[config.mk]
export PLATFORM = sky130hd
export DESIGN_NAME = vram_arbiter
export DESIGN_NICKNAME = d
export VERILOG_FILES = /design/src/rtl/vram_pkg.sv /design/src/rtl/vram_rd_tag_pipe.sv /design/src/rtl/vram_arbiter.sv
export SDC_FILE = /design/constraint.sdc
export NUM_CORES = 1
export LEC_CHECK = 0
export BUFFER_PORTS_ARGS = -buffer_cell sky130_fd_sc_hd__buf_2
export CAP_MARGIN = 20
export CORE_MARGIN = 10
export CORE_UTILIZATION = 43
export DETAILED_ROUTE_END_ITERATION = 10
export PLACE_DENSITY = 0.84
export SYNTH_ARGS = -nofsm -noshare
export SYNTH_HDL_FRONTEND = slang
export SYNTH_HIERARCHICAL = 1
export SYNTH_SLANG_ARGS = --single-unit
[constraint.sdc]
create_clock -name clk -period 1.6 [get_ports clk]
set_input_delay 0.4 -clock clk [delete_from_list [all_inputs] [get_ports clk]]
set_output_delay 0.4 -clock clk [all_outputs]
set_load 0.1 [all_outputs]
[src/rtl/vram_pkg.sv]
// rtl/vram_pkg.sv - shared owner encoding, default width and read-tag type for the VRAM arbiter
package vram_pkg;

    localparam int DEF_AW = 13;

    localparam logic OWN_CPU = 1'b1;
    localparam logic OWN_VID = 1'b0;

    typedef struct packed {
        logic valid;
        logic owner;
    } tag_t;

endpackage

[src/rtl/vram_rd_tag_pipe.sv]
// rtl/vram_rd_tag_pipe.sv - READ_LAT+1 stage tag shift register steering RAM read data to its requester
module vram_rd_tag_pipe
    import vram_pkg::*;
#(
    parameter int READ_LAT = 1
) (
    input  logic clk,
    input  logic reset_n,
    input  logic issue_valid,
    input  logic issue_owner,
    output logic cpu_sel,
    output logic vid_sel
);

    tag_t [READ_LAT:0] stage;

    // The last stage lines up with the cycle in which ram_dout carries the read.
    always_ff @(posedge clk or negedge reset_n) begin
        if (!reset_n) begin
            stage <= '0;
        end else begin
            stage[0] <= '{valid: issue_valid, owner: issue_owner};
            for (int i = 1; i <= READ_LAT; i++) begin
                stage[i] <= stage[i-1];
            end
        end
    end

    always_comb begin
        cpu_sel = stage[READ_LAT].valid & (stage[READ_LAT].owner == OWN_CPU);
        vid_sel = stage[READ_LAT].valid & (stage[READ_LAT].owner == OWN_VID);
    end

endmodule

[src/rtl/vram_arbiter.sv]
// rtl/vram_arbiter.sv - CPU/video arbiter for the single-port VRAM; VRAM_ARB_POSTED_WRITE_EN adds a posted CPU write buffer
module vram_arbiter
    import vram_pkg::*;
#(
    parameter int AW        = DEF_AW,
    parameter int READ_LAT  = 1,
    parameter int MAX_STALL = 4
) (
    input  logic          clk,
    input  logic          reset_n,
    input  logic          cpu_req,
    input  logic          cpu_we,
    input  logic [AW-1:0] cpu_addr,
    input  logic [7:0]    cpu_wdata,
    output logic          cpu_ack,
    output logic [7:0]    cpu_rdata,
    output logic          cpu_wait,
    input  logic          vid_req,
    input  logic [AW-1:0] vid_addr,
    output logic          vid_gnt,
    output logic          vid_valid,
    output logic [7:0]    vid_rdata,
    output logic [AW-1:0] ram_ad,
    output logic [7:0]    ram_din,
    input  logic [7:0]    ram_dout,
    output logic          ram_ce,
    output logic          ram_wre,
    output logic          ram_oce,
    output logic          ram_reset
);

    logic          cpu_src;
    logic          src_we;
    logic          src_buf;
    logic [AW-1:0] src_addr;
    logic [7:0]    src_data;
    logic          posted_ack;
    logic          cpu_gnt;
    logic          cpu_busy;
    logic [3:0]    stall_cnt;
    logic          wr_ack_q;
    logic          rd_ack_q;
    logic          rd_cpu_sel;
    logic          rd_vid_sel;

`ifdef VRAM_ARB_POSTED_WRITE_EN
    logic          wb_valid;
    logic [AW-1:0] wb_addr;
    logic [7:0]    wb_data;

    // A full buffer is the CPU source; anything new from the CPU waits behind it.
    always_comb begin
        posted_ack = cpu_req & cpu_we & ~wb_valid;
        src_buf    = wb_valid;
        cpu_src    = wb_valid | (cpu_req & ~cpu_we & ~cpu_busy);
        src_we     = wb_valid;
        src_addr   = wb_valid ? wb_addr : cpu_addr;
        src_data   = wb_data;
    end

    always_ff @(posedge clk or negedge reset_n) begin
        if (!reset_n) begin
            wb_valid <= 1'b0;
            wb_addr  <= '0;
            wb_data  <= '0;
        end else if (posted_ack) begin
            wb_valid <= 1'b1;
            wb_addr  <= cpu_addr;
            wb_data  <= cpu_wdata;
        end else if (cpu_gnt && wb_valid) begin
            wb_valid <= 1'b0;
        end
    end
`else
    always_comb begin
        posted_ack = 1'b0;
        src_buf    = 1'b0;
        cpu_src    = cpu_req & ~cpu_busy;
        src_we     = cpu_we;
        src_addr   = cpu_addr;
        src_data   = cpu_wdata;
    end
`endif

    always_comb begin
        cpu_gnt = cpu_src & (~vid_req | (stall_cnt == 4'(MAX_STALL)));
        vid_gnt = vid_req & ~cpu_gnt;
    end

    assign cpu_ack   = wr_ack_q | rd_ack_q | posted_ack;
    assign cpu_wait  = cpu_req & ~cpu_ack;
    assign ram_oce   = 1'b1;
    assign ram_reset = ~reset_n;

    always_ff @(posedge clk or negedge reset_n) begin
        if (!reset_n) begin
            stall_cnt <= '0;
            cpu_busy  <= 1'b0;
        end else begin
            if (cpu_gnt || !cpu_src) begin
                stall_cnt <= '0;
            end else if (vid_gnt) begin
                stall_cnt <= stall_cnt + 4'd1;
            end
            // Busy spans grant through the ack cycle so a held request is not re-issued.
            if (cpu_ack) begin
                cpu_busy <= 1'b0;
            end else if (cpu_gnt && !src_buf) begin
                cpu_busy <= 1'b1;
            end
        end
    end

    always_ff @(posedge clk or negedge reset_n) begin
        if (!reset_n) begin
            ram_ce   <= 1'b0;
            ram_wre  <= 1'b0;
            ram_ad   <= '0;
            ram_din  <= '0;
            wr_ack_q <= 1'b0;
        end else begin
            ram_ce   <= cpu_gnt | vid_gnt;
            ram_wre  <= cpu_gnt & src_we;
            wr_ack_q <= cpu_gnt & src_we & ~src_buf;
            if (cpu_gnt) begin
                ram_ad <= src_addr;
                if (src_we) begin
                    ram_din <= src_data;
                end
            end else if (vid_gnt) begin
                ram_ad <= vid_addr;
            end
        end
    end

    vram_rd_tag_pipe #(
        .READ_LAT (READ_LAT)
    ) u_tag_pipe (
        .clk         (clk),
        .reset_n     (reset_n),
        .issue_valid ((cpu_gnt & ~src_we) | vid_gnt),
        .issue_owner (cpu_gnt ? OWN_CPU : OWN_VID),
        .cpu_sel     (rd_cpu_sel),
        .vid_sel     (rd_vid_sel)
    );

    always_ff @(posedge clk or negedge reset_n) begin
        if (!reset_n) begin
            rd_ack_q  <= 1'b0;
            vid_valid <= 1'b0;
            cpu_rdata <= '0;
            vid_rdata <= '0;
        end else begin
            rd_ack_q  <= rd_cpu_sel;
            vid_valid <= rd_vid_sel;
            if (rd_cpu_sel) begin
                cpu_rdata <= ram_dout;
            end
            if (rd_vid_sel) begin
                vid_rdata <= ram_dout;
            end
        end
    end

endmodule

# ---- After elaboration in Yosys (flattened, before gate mapping)
# Index checks and enable logic that the tools add are counted.
dict set report word_totals {
  ff_bits 50
  word_cells 48
}
dict set report classes {
  n_reduce_logical 6
  bitwise 19
  add_sub_neg 1
  n_eq_ne 1
  mux 7
}
# cell count
set ops {}
lappend ops {{13-bit two-way mux} 2}
lappend ops {{1-bit AND} 8}
lappend ops {{4-bit two-way mux} 2}
lappend ops {{1-bit NOT} 7}
lappend ops {{2-bit nonzero test} 3}
lappend ops {{4-bit by 1-bit adder with 4-bit output (second input constant)} 1}
lappend ops {{4-bit by 3-bit equality test with 1-bit output (second input constant)} 1}
lappend ops {{1-bit OR} 4}
lappend ops {{1-bit two-way mux} 3}
lappend ops {{2-bit AND reduction} 1}
lappend ops {{1-bit zero test} 1}
lappend ops {{1-bit logical OR} 1}

# ---- Depth between registers and ports, before layout
# Gate-level depths: netlist (run 1).
dict set report depth {
  ltp_word 7
  mapped_depth 6
  ltp_nobuf 5
}

# ---- Cells and area by module
# Netlist (run 1), hierarchy kept.
# module cells_per_inst n_inst area_each_um2
set by_module_without_submodules {}
lappend by_module_without_submodules {vram_arbiter 164 1 2055.7}
lappend by_module_without_submodules {vram_rd_tag_pipe 6 1 116.4}

# ---- Worst setup path after synthesis (run 1)
# Ideal clock, no wire load.
dict set report synth_timing {
  path_type {register -> output}
  from {register wr_ack_q}
  to {output port cpu_wait}
  stages_incl_launch_ff 4
  slack_ps -492
  arrival_time_ps 1692
  n_path_buf 0
  cell_sequence {dfrtp_1 -> nor2_1 -> nand2_1 -> inv_1}
}
dict set report synth_via {
  elab_chain_cells 3
}
# element line_no
set synth_lines {}
lappend synth_lines {{start: declaration} vram_arbiter.sv:41} ;# logic wr_ack_q;
lappend synth_lines {{start signal: assignment} vram_arbiter.sv:124} ;# wr_ack_q <= cpu_gnt & src_we & ~src_buf;
lappend synth_lines {{1-bit OR} vram_arbiter.sv:90} ;# assign cpu_ack = wr_ack_q | rd_ack_q | posted_ack;
lappend synth_lines {{1-bit NOT} vram_arbiter.sv:91} ;# assign cpu_wait = cpu_req & ~cpu_ack;
lappend synth_lines {{1-bit AND} vram_arbiter.sv:91}
lappend synth_lines {{end: declaration} vram_arbiter.sv:17} ;# output logic cpu_wait,
# Every way passes these cells.

# ---- Final worst setup path (run 1)
dict set report layout_timing {
  from {register stall_cnt[0]}
  to {output port vid_gnt}
}
dict set report layout_via {
  elab_chain_cells 5
}
# element line_no
set layout_lines {}
lappend layout_lines {{start: declaration} vram_arbiter.sv:40} ;# logic [3:0] stall_cnt;
lappend layout_lines {{start signal: assignment} vram_arbiter.sv:103} ;# stall_cnt <= stall_cnt + 4'd1;
lappend layout_lines {{4-bit by 3-bit equality test with 1-bit output} vram_arbiter.sv:86} ;# cpu_gnt = cpu_src & (~vid_req | (stall_cnt == 4'(MAX_STALL)));
lappend layout_lines {{1-bit OR} vram_arbiter.sv:86}
lappend layout_lines {{1-bit AND} vram_arbiter.sv:86}
lappend layout_lines {{1-bit NOT} vram_arbiter.sv:87} ;# vid_gnt = vid_req & ~cpu_gnt;
lappend layout_lines {{1-bit AND} vram_arbiter.sv:87}
lappend layout_lines {{end: declaration} vram_arbiter.sv:20} ;# output logic vid_gnt,
# Every way passes these cells.

==> results.yml, run 1 <==
synth:
  yosysWarnings: 6
  ys.flop_type: "dfrtp_1"
  synth_top_area_cell: "dfrtp_1"
  synth_area_leaders: "dfrtp_1, mux2_2, o221a_2"
  postSynthAreaPerCell_um2: 12.8
  ys_ff_latch: 50
  async_flop_share_pct: 100
  synth_cells: 170
  synth_nets: 219
  synth.top_cell.area_share_pct: 57.6
  yosysUniqueCellTypes: 26
  synth_edf_count: 0
  seq_area_frac_synth_pct: 57.6
  syn-cell-area_um2: 2170
power_and_ir_drop:
  p_seq_share_pct: 30.0
  intPower_w: 0.00272
  cellPowerDensity_nw_per_um2: 1780
  total_power_w: 0.00546
  power.leakage_nw: 1.46
  clkPwrFrac_pct: 19.7
  ir_worst_vdd_mv: 0.931
  switching_share_pct: 50.3
  combPwrFrac_pct: 50.3
  power.switching_w: 0.00275
critical_path:
  r2r_slack_ns: -0.09
  crit_fanout: 2
  ff2ff_path_depth: 6
  worstPathRequired_ns: 1.20
  cp-end-kind: "output port"
  crit_buf_inv: 3
  crit_type: "reg -> out"
  crit_family: "flip-flops"
  crit-reg2reg-capture: "ram_ad[8]$_DFFE_PN0P_"
  crit_end: "vid_gnt"
  arrival_ns: 1.46
  worst_path_max_delay_cell: "dfrtp_1"
  startpoint_type: "flop"
  slowest_delay_ns: 0.40
  path_cells: "inv_2, ha_4, nand3b_4, o21ai_4, clkinvlp_4, buf_12"
  setup.worst_path.start: "stall_cnt[0]$_DFFE_PN0P_"
  path_depth: 6
  timing.rr.start: "stall_cnt[0]$_DFFE_PN0P_"
clock_tree:
  cts_tree: "yes"
  numCtsBuffers: 5
  cts_max_level: 2
  worstSkewPairLatency_ns: 0.30
  cts_buffer_depth: 2
  cts_root_buf: "clkbuf_8"
  clkSlewWorstSetupHoldPaths_ns: 0.09
  clkSinkCount: 50
final_layout:
  layout_commonest_cell: "buf_2"
  final_nets: 322
  n_fill_cell: 403
  syn2layout_area_growth_pct: 41.6
  seqCellArea_um2: 1250
  antenna_cells: 0
  multi_input_area_um2: 906
  mostFrequentLayoutCells: "buf_2, dfrtp_1, nor2_1, mux2_2, buf_4"
  final_layout_size_suffix_gt1_share_pct: 61.7
  final_cells: 341
detailed_routing:
  viasPerCell: 4.92
  dr.pass1.iters: 4
  vias: 1677
  drtIter0Drc: 52
  wl_per_cell_um: 16.1
  drc_errors: 0
  drt_wl_total_um: 5500
  postRouteAntennaNets: 0
sta:
  finClkSkew_ns: 0.00339
  fin_ws_ns: -0.255
  hold_slack_ns: 0.211
  fin_crit_sh_pct: 116
  rsz0062_at_grt: "yes"
  worst_pin_slew_ns: 0.603
  hold_viol: 0
  slew_headroom_pct: 59.8
  slew_viol_final: 0
  setup_viol: 24
  fmax_mhz: 539
  period_needed_ns: 1.86
flow_run:
  drv_cap: 0
floorplanning:
  start_util_pct: 45.1
  num_rows: 25
  dieArea_um2: 8290
  io_pins: 92
  die_width_um: 91.1
  fp.dieH_um: 91.1
  core-area_um2: 4820
placed_design:
  dp_hpwl_um: 4090
  gp_congestion: 0.769
  port-buffer-count: 90
  dp.cells: 327
  pre_cts_slack_ns: -0.0232
grt:
  grt.total_usage_pct: 12.9
  grt_max_degree: 51
  grt_pass1_wl_um: 8850
  grt_overflow_total: 0
  grt_pass1_vias: 1811
  antenna_found_initial: 0
status:
  status: "finished with violations"
  violations: "setup timing"
worst_hold_path:
  hold_path_class: "in -> async"
==> routing by layer <==
layer,routed length (um),global-route usage [%],vias up
met2,2630,21.4,63
met4,53,3.13,0
met5,0,0,-
met3,473,5.84,7
met1,2340,15.0,815
li1,-,-,792
==> area by class of cell <==
type                            instances  share of cell area (%)
Clock inverter                          2                    1.95
Timing Repair Buffer                  106                    21.2
Sequential cell                        50                    40.8
Tap cell                               67                    2.73
Inverter                                7                    1.22
Multi-Input combinational cell        103                    29.5
Clock buffer                            6                    2.69
==> worst reg2reg max path, delay by kind of cell, from the launching register on <==
kind	cells	cell delay (ns)
DFF	1	0.40
and+or+nand+nor	2	0.49
AOI/OAI and AO/OA	1	0.32
adders and majority gates	1	0.14
buffers and inverters	2	0.24
==> state kept, by name, indices dropped and copies added (netlist names), 4 cells and up <==
name / count
cpu_rdata: 8
stall_cnt: 4
vid_rdata: 8
ram_ad: 13
ram_din: 8
u_tag_pipe/stage: 4
==> cells in the mapped netlist (2+ instances only) <==
master / count
dfrtp_1: 50
nor2_1: 31
mux2_2: 24
mux2i_1: 13
o221a_2: 13
inv_1: 7
buf_2: 4
clkbuf_1: 3
and2_2: 2
buf_4: 2
ha_1: 2
nand2_1: 2
nand2b_1: 2
nand3_1: 2
o21ai_0: 2
==> kinds of logic (layout without fill, tap and decap cells) <==
logic type,count (synthesis),count (layout),synth area share (%)
xor+xnor,2,2,0.807
flops,50,50,57.6
fa+ha+maj,2,2,1.15
compound gates,17,17,8.35
other cells,1,1,0.173
simple gates,44,44,9.62
buf+inv,17,121,3.86
mux,37,37,18.4
==> how the worst min path moves through the flow <==
stage	slack (ns)	endpoint	from	cells after the start
2_1_floorplan	0.10	cpu_busy$_DFFE_PN0P_	reset_n	0
3_3_place_gp	0.33	u_tag_pipe/stage[2]$_DFF_PN0_	u_tag_pipe/stage[0]$_DFF_PN0_	0
3_5_place_dp	0.34	u_tag_pipe/stage[3]$_DFF_PN0_	u_tag_pipe/stage[1]$_DFF_PN0_	0
4_1_cts	0.23	ram_ad[5]$_DFFE_PN0P_	reset_n	2
5_1_grt	0.26	ram_din[0]$_DFFE_PN0P_	reset_n	2
6_report	0.21	u_tag_pipe/stage[0]$_DFF_PN0_	reset_n	2
==> power by group through the flow <==
stage	Clock (W)	Combinational [W]	Sequential, W
CTS	0.00109	0.00276	0.00164
finish	0.00107	0.00275	0.00164
floorplan	0	0.000446	0.00346
detailed placement	0	0.00275	0.00166
global placement	0	0.00273	0.00165
global route	0.00114	0.00284	0.00168
==> repair_timing <==
item	in CTS	in global routing
setup buffers	3	3
gates resized for setup	3	5
setup endpoints to repair	24	24
hold buffers	0	0
pin swaps	3	3
==> stage by stage <==
step	util (%)	instance area [um^2]	TNS, ns
3_5_place_dp	59.4	2860	-0.200
5_1_grt	63.8	3080	-3.12
4_1_cts	63.0	3040	-3.02
2_1_floorplan	-	2240	-1.18
6_report	63.8	3080	-1.99
3_3_place_gp	59.4	2860	-0.0210
(Power assumes the default switching activity.)
==> run 2: changes to the inputs <==
clock period = 1.7 ns   (was 1.6 ns; I/O delays follow)
==> results.yml, run 2 (synthesis gave the netlist of run 1 again) <==
power_and_ir_drop:
  power.switching_w: 0.00257
  clkPwrFrac_pct: 16.4
  total_power_w: 0.00492
  ir_worst_vdd_mv: 0.940
  combPwrFrac_pct: 52.2
  switching_share_pct: 52.2
  cellPowerDensity_nw_per_um2: 1620
  power.leakage_nw: 1.43
  p_seq_share_pct: 31.4
  intPower_w: 0.00235
grt:
  grt_max_degree: 51
  antenna_found_initial: 0
  grt_pass1_vias: 1821
  grt_pass1_wl_um: 9040
  grt.total_usage_pct: 13.1
  grt_overflow_total: 0
clock_tree:
  cts_buffer_depth: 2
  clkSinkCount: 50
  worstSkewPairLatency_ns: 0.29
  clkSlewWorstSetupHoldPaths_ns: 0.09
  cts_root_buf: "clkbuf_8"
  cts_tree: "yes"
  numCtsBuffers: 5
  cts_max_level: 2
detailed_routing:
  postRouteAntennaNets: 0
  drc_errors: 0
  drt_wl_total_um: 5610
  drtIter0Drc: 75
  dr.pass1.iters: 4
  vias: 1640
  viasPerCell: 4.81
  wl_per_cell_um: 16.4
critical_path:
  crit_buf_inv: 3
  worst_path_max_delay_cell: "dfrtp_1"
  crit_family: "flip-flops"
  path_cells: "inv_2, ha_4, nand3b_4, o21ai_4, clkinvlp_4, buf_12"
  worstPathRequired_ns: 1.27
  startpoint_type: "flop"
  cp-end-kind: "output port"
  crit_fanout: 2
  arrival_ns: 1.46
  slowest_delay_ns: 0.40
  crit_type: "reg -> out"
sta:
  setup_viol: 23
  hold_viol: 0
  hold_slack_ns: 0.268
  period_needed_ns: 1.89
  fmax_mhz: 530
  fin_ws_ns: -0.188
  worst_pin_slew_ns: 0.595
  finClkSkew_ns: 0.00403
  slew_headroom_pct: 60.3
  fin_crit_sh_pct: 111
  rsz0062_at_grt: "yes"
  fin_setup_tns_ns: -2.13
  slew_viol_final: 0
floorplanning:
  num_rows: 25
  start_util_pct: 45.1
  die_width_um: 91.1
  core-area_um2: 4820
  fp.dieH_um: 91.1
  io_pins: 92
  dieArea_um2: 8290
placed_design:
  placement.cell_area_um2: 2800
  port-buffer-count: 90
  gp_congestion: 0.738
  dp_hpwl_um: 4230
final_layout:
  final_layout_size_suffix_gt1_share_pct: 61.2
  final_cell_area_um2: 3030
  mostFrequentLayoutCells: "buf_2, dfrtp_1, nor2_1, mux2_2"
  final_nets: 321
  layout_commonest_cell: "buf_2"
  fin_util_pct: 62.9
  largest_register: "ram_ad"
  largest_reg_flops: 13
  syn2layout_area_growth_pct: 39.5
status:
  violations: "setup timing"
  status: "finished with violations"
worst_hold_path:
  hold_path_class: "in -> async"
flow_run:
  drv_cap: 0
run 2: metal layers:
layer  track usage (%)  share of wire, %
met4              3.66               1.4
met2              21.8                48
met5                 0                 0
met1              15.3                42
met3              5.43               9.1
run 2: final timing paths:
check	from	to	slack, ns	cells after the start
max reg2reg	stall_cnt[0]$_DFFE_PN0P_	ram_din[2]$_DFFE_PN0P_	-0.13	8
max	stall_cnt[0]$_DFFE_PN0P_	vid_gnt	-0.19	6
max in group asynchronous	reset_n	wr_ack_q$_DFF_PN0_	0.99	2
min reg2reg	u_tag_pipe/stage[0]$_DFF_PN0_	u_tag_pipe/stage[2]$_DFF_PN0_	0.35	0
min in group clk	u_tag_pipe/stage[0]$_DFF_PN0_	u_tag_pipe/stage[2]$_DFF_PN0_	0.35	0
min	reset_n	ram_din[3]$_DFFE_PN0P_	0.27	2
run 2: power by group through the flow:
stage	combinational [W]	sequential [W]	clock, W
after floorplan	0.000372	0.00326	0
after global placement	0.00250	0.00155	0
after detailed placement	0.00254	0.00156	0
after CTS	0.00256	0.00154	0.000825
after global routing	0.00265	0.00158	0.000881
final	0.00257	0.00154	0.000808
run 2: metrics by stage:
stage / setup slack [ns] / cells
finish: -0.188 / 341
CTS: -0.271 / 338
detailed placement: -0.0382 / 325
global route: -0.254 / 340
floorplan: -0.214 / 170
global placement: 0.0343 / 325
run 2: area by class of cell:
cell class,count,area (um^2)
Fill cell,401,1790
Tap cell,67,83.8
Antenna cell,1,2.50
Timing Repair Buffer,105,638
Sequential cell,50,1250
Clock buffer,6,72.6
Inverter,7,37.5
Clock inverter,2,37.5
Multi-Input combinational cell,103,902
run 2: timing repair:
item / CTS / global route
resized for setup: 10 / 9
endpoints found under the hold margin: 0 / 0
pin swaps: 5 / 5
endpoints found under the setup margin: 10 / 24
hold buffers: 0 / 0
setup buffers: 5 / 3
